### config.mk
export PLATFORM = sky130hd
export DESIGN_NAME = alu_arbiter
export DESIGN_NICKNAME = d
export VERILOG_FILES = /design/src/rtl/alu_arbiter.sv
export SDC_FILE = /design/constraint.sdc
export NUM_CORES = 1
export LEC_CHECK = 0
export CAP_MARGIN = 20
export CORE_MARGIN = 4
export CORE_UTILIZATION = 30
export CTS_CLUSTER_SIZE = 24
export DETAILED_ROUTE_END_ITERATION = 7
export PLACE_DENSITY_LB_ADDON = 0.25
export REMOVE_ABC_BUFFERS = 1
export SLEW_MARGIN = 40
export SYNTH_ARGS = -nofsm -noshare
export SYNTH_HDL_FRONTEND = slang
export SYNTH_SLANG_ARGS = --single-unit
### constraint.sdc
create_clock -name clk -period 1.6 [get_ports clk]
set_input_delay 0.32 -clock clk [delete_from_list [all_inputs] [get_ports clk]]
set_output_delay 0.32 -clock clk [all_outputs]
set_load 0.05 [all_outputs]
### src/rtl/alu_arbiter.sv
// ============================================================================
// alu_arbiter : two-requester round-robin arbiter/sequencer for a shared ALU
// Optional macro ALU_ARB_ZERO_FLAG_EN adds the rsp_zero_o result flag.
// Revision: 1.0
// ============================================================================
`default_nettype none

module alu_arbiter #(
  parameter int WIDTH = 8
) (
  input  logic               clk,
  input  logic               reset,
  input  logic [1:0]         req_valid_i,
  output logic [1:0]         req_ready_o,
  input  logic [2*WIDTH-1:0] req_a_i,
  input  logic [2*WIDTH-1:0] req_b_i,
  input  logic [5:0]         req_op_i,
  output logic [1:0]         rsp_valid_o,
  input  logic [1:0]         rsp_ready_i,
  output logic [WIDTH-1:0]   rsp_result_o,
`ifdef ALU_ARB_ZERO_FLAG_EN
  output logic               rsp_zero_o,
`endif
  output logic [WIDTH-1:0]   alu_a_o,
  output logic [WIDTH-1:0]   alu_b_o,
  output logic [2:0]         alu_op_o,
  input  logic [WIDTH-1:0]   alu_res_i,
  output logic               busy_o
);

  typedef enum logic [1:0] {
    IDLE = 2'd0,
    EXEC = 2'd1,
    RESP = 2'd2
  } state_t;

  state_t state;
  logic   last_grant;
  logic   grant;
  logic   sel;
  logic   accept;

  // Under contention the requester that did not win last time is chosen.
  always_comb begin
    sel = 1'b0;
    if (&req_valid_i) begin
      sel = ~last_grant;
    end else if (req_valid_i[1]) begin
      sel = 1'b1;
    end
  end

  always_comb begin
    req_ready_o = 2'b00;
    if (!reset && state == IDLE && |req_valid_i) begin
      req_ready_o = sel ? 2'b10 : 2'b01;
    end
  end

  assign accept = |(req_valid_i & req_ready_o);

  always_ff @(posedge clk) begin
    if (reset) begin
      state        <= IDLE;
      last_grant   <= 1'b1;
      grant        <= 1'b0;
      alu_a_o      <= '0;
      alu_b_o      <= '0;
      alu_op_o     <= 3'd0;
      rsp_result_o <= '0;
      rsp_valid_o  <= 2'b00;
      busy_o       <= 1'b0;
`ifdef ALU_ARB_ZERO_FLAG_EN
      rsp_zero_o   <= 1'b0;
`endif
    end else begin
      case (state)
        IDLE: begin
          if (accept) begin
            alu_a_o  <= sel ? req_a_i[2*WIDTH-1:WIDTH] : req_a_i[WIDTH-1:0];
            alu_b_o  <= sel ? req_b_i[2*WIDTH-1:WIDTH] : req_b_i[WIDTH-1:0];
            alu_op_o <= sel ? req_op_i[5:3] : req_op_i[2:0];
            grant    <= sel;
            busy_o   <= 1'b1;
            state    <= EXEC;
          end
        end
        EXEC: begin
          rsp_result_o <= alu_res_i;
`ifdef ALU_ARB_ZERO_FLAG_EN
          rsp_zero_o   <= (alu_res_i == '0);
`endif
          rsp_valid_o  <= grant ? 2'b10 : 2'b01;
          state        <= RESP;
        end
        RESP: begin
          // Only the granted requester's ready can complete the response.
          if (rsp_ready_i[grant]) begin
            last_grant  <= grant;
            rsp_valid_o <= 2'b00;
            busy_o      <= 1'b0;
            state       <= IDLE;
          end
        end
        default: begin
          rsp_valid_o <= 2'b00;
          busy_o      <= 1'b0;
          state       <= IDLE;
        end
      endcase
    end
  end

endmodule

`default_nettype wire

==> results of run 1 <==
## cells by family after synthesis
| kind of cell | count (synthesis) | share of synthesized area |
|---|---|---|
| AO/OA/AOI/OAI | 58 | 0.290 |
| flip-flops | 34 | 0.413 |
| multiplexers | 21 | 0.128 |
| buffers and inverters | 20 | 0.0728 |
| AND/OR/NAND/NOR | 31 | 0.0964 |
## cell usage in the layout, fill, tap and decap left out, drive strengths merged
cell type      count
nor2               3
clkdlybuf4s50     48
and3               1
a21bo              1
and2               1
nand3b             2
nand3              1
nand2             17
clkbuf             7
a311o              1
and2b              1
mux2i             20
clkdlybuf4s15      2
dfxtp             34
a311oi             1
nor2b              3
nand2b             1
buf               49
a211o              2
a21boi             2
inv                3
a211oi            18
a31oi             18
or2                1
mux2               1
a21oi             15
## through the flow
stage / std cells / setup WS, ns / hold slack, ns
CTS: 323 / 0.0147 / 0.464
finish: 323 / 0.0513 / 0.461
floorplan: 147 / -0.961 / 0.385
global placement: 314 / -0.285 / 0.443
global route: 323 / 0.00539 / 0.476
detailed placement: 314 / -0.318 / 0.453
## metal layers
metal | track usage | share of wire | up-vias
met3 | 0.0597 | 0.13 | 5
met5 | 0 | 0 | -
met2 | 0.202 | 0.42 | 67
li1 | - | - | 780
met4 | 0.0349 | 0.0076 | 0
met1 | 0.176 | 0.45 | 701
## power by group
group | switching (mW) | internal [mW] | total, mW
Sequential | 0.0435 | 0.922 | 0.965
Combinational | 0.501 | 0.364 | 0.865
Clock | 0.292 | 0.300 | 0.592
Total | 0.837 | 1.59 | 2.42
## synthesized netlist by cell type, drive strengths merged
master,count
nand2b,1
nor2b,3
nand3,1
a21bo,1
nand2,17
buf,13
a311oi,1
mux2,1
or2,1
a21boi,2
a211o,2
inv,3
a311o,1
and2,1
a21oi,15
nand3b,2
and3,1
a211oi,18
dfxtp,34
mux2i,20
clkbuf,4
and2b,1
nor2,3
a31oi,18
## critical path, cell delays in order
cell             delay (ns)
clkdlybuf4s15_1        0.17
or2_1                  0.25
and3_4                 0.20
and2_4                 0.14
buf_12                 0.14
## final cells by class
class	count	area (um^2)	area share
repair buffers	99	891	0.341
multi-input cells	110	866	0.331
flip-flops and latches	34	681	0.261
well taps	70	87.6	0.0335
clock buffers	7	76.3	0.0292
inverters	3	11.3	0.00431
## worst max-delay path by stage
stage | cells past startpoint | to | slack (ns) | startpoint
finish | 5 | req_ready_o[1] | 0.05 | req_valid_i[1]
global route | 5 | req_ready_o[1] | 0.005 | req_valid_i[1]
CTS | 5 | req_ready_o[1] | 0.01 | req_valid_i[0]
detailed placement | 6 | alu_a_o[5] | -0.32 | req_valid_i[1]
global placement | 5 | req_ready_o[0] | -0.29 | req_valid_i[1]
floorplan | 3 | req_ready_o[0] | -0.96 | req_valid_i[0]
## flip-flops by register name (all words and copies together), names as in the netlist
signal and flops:
alu_a_o 8, alu_b_o 8, rsp_result_o 8, alu_op_o 3, state 2, grant 1, rsp_valid_o 2, last_grant 1
busy_o 1
## what timing repair did
item | CTS | global route
gates resized for setup | 6 | 2
setup endpoints to repair | 4 | 1
pin swaps | 2 | 2
buffers inserted | 2 | 0
==> flow_summary.toml, run 1 <==
[cells_and_area]
num_antenna_cells = 0
syn_to_final_growth_pct = 58.4
utilization = 0.502
fill_cells = 508
nNetsFinal = 305
drive_gt1_frac = 0.316
design_area_mm2 = 0.00261

[cts]
cts_buffers = 5
cts_htree_levels = 2
clk_pin_slew_ns = 0.06
cts_tree = "built"
clock_path_buffers = 2
cts_sinks = 34
clock-root-buffer = "clkbuf_8"
hold_buffers = 0
insertion_delay_ns = 0.28

[floorplanning]
num_rows = 26
start_util = 0.317
placeableCoreArea_mm2 = 0.00520
die_w_um = 82.1
io-pin-count = 84
die_h_um = 82.1
die-area_mm2 = 0.00675

[placed_design]
gp_congestion = 0.657
port_buffers = 83
place_area_mm2 = 0.00251
dp_hpwl_um = 3380

[global_routing]
antenna_found_initial = 0
grt_usage = 0.135
grt_max_degree = 34
grt_pass1_vias = 1506
grt_pass1_wl_um = 7030
overflow = 0

[detailed_routing]
drtIter0Drc = 72
route.vias.total = 1553
firstDrtPassIters = 4
totalWireLength_um = 4610
drtAntennaViolNets = 0
post-route-drc-count = 0
wl_per_cell_um = 14.3
viasPerCell = 4.81

[power_and_ir_drop]
p_per_area_mw_per_mm2 = 927
power_mw = 2.42
vdd_drop_max_mv = 0.510
power.static_leakage_nw = 1.01

[sta]
finalCritPeriodShare = 0.968
rsz0062_at_grt = "no"
finClkSkew_ns = 0.00267
slew_viol_final = 0
finalCriticalPeriod_ns = 1.55
relSlewSlack = 0.699
worst_pin_slew_ns = 0.452
fmax_mhz = 646
setup_viol = 0
tns_ns = 0
hold_viol_final = 0

[critical_path]
arrival_ns = 1.23
r2r-start = "last_grant"
critPathKind = "primary input to output pin"
worst-r2r-cell-count = 5
r2r-end = "alu_a_o[5]"
end_kind = "output pin"
cp_data_required_time_ns = 1.28
cp_max_fo = 3
cp-start-kind = "primary input"
reg2reg_slack_ns = 0.27

[synth]
synth.distinct_cells = 30
synthesis.area_mm2 = 0.00165
synth_warnings = 0
synth_seq_cells = 34
yosysTopAreaCell = "dfxtp_1"
synthTopCellsByArea = "dfxtp_1 41%, a211oi_2 14%, mux2i_1 12%"
yosysTopAreaCellShare = 0.413
synth-seq-area-share = 0.413
avgSynthCellArea_um2 = 10.1
synthCells = 164

[run]
cap_violations = 0

[status]
status = "complete, no violations"

[worst_hold_path]
hold_depth = 2
hold_path.class = "flip-flop to flip-flop"
hold_end = "rsp_result_o[7]"
worstHoldStart = "rsp_result_o[7]"
Note: power is estimated with default switching activity, not from simulation.
==> inputs of run 2 (changes only) <==
CAP_MARGIN = unset   (was 20)
==> results of run 2 <==
No change in the layout: final DEF, timing and power equal those of run 1.
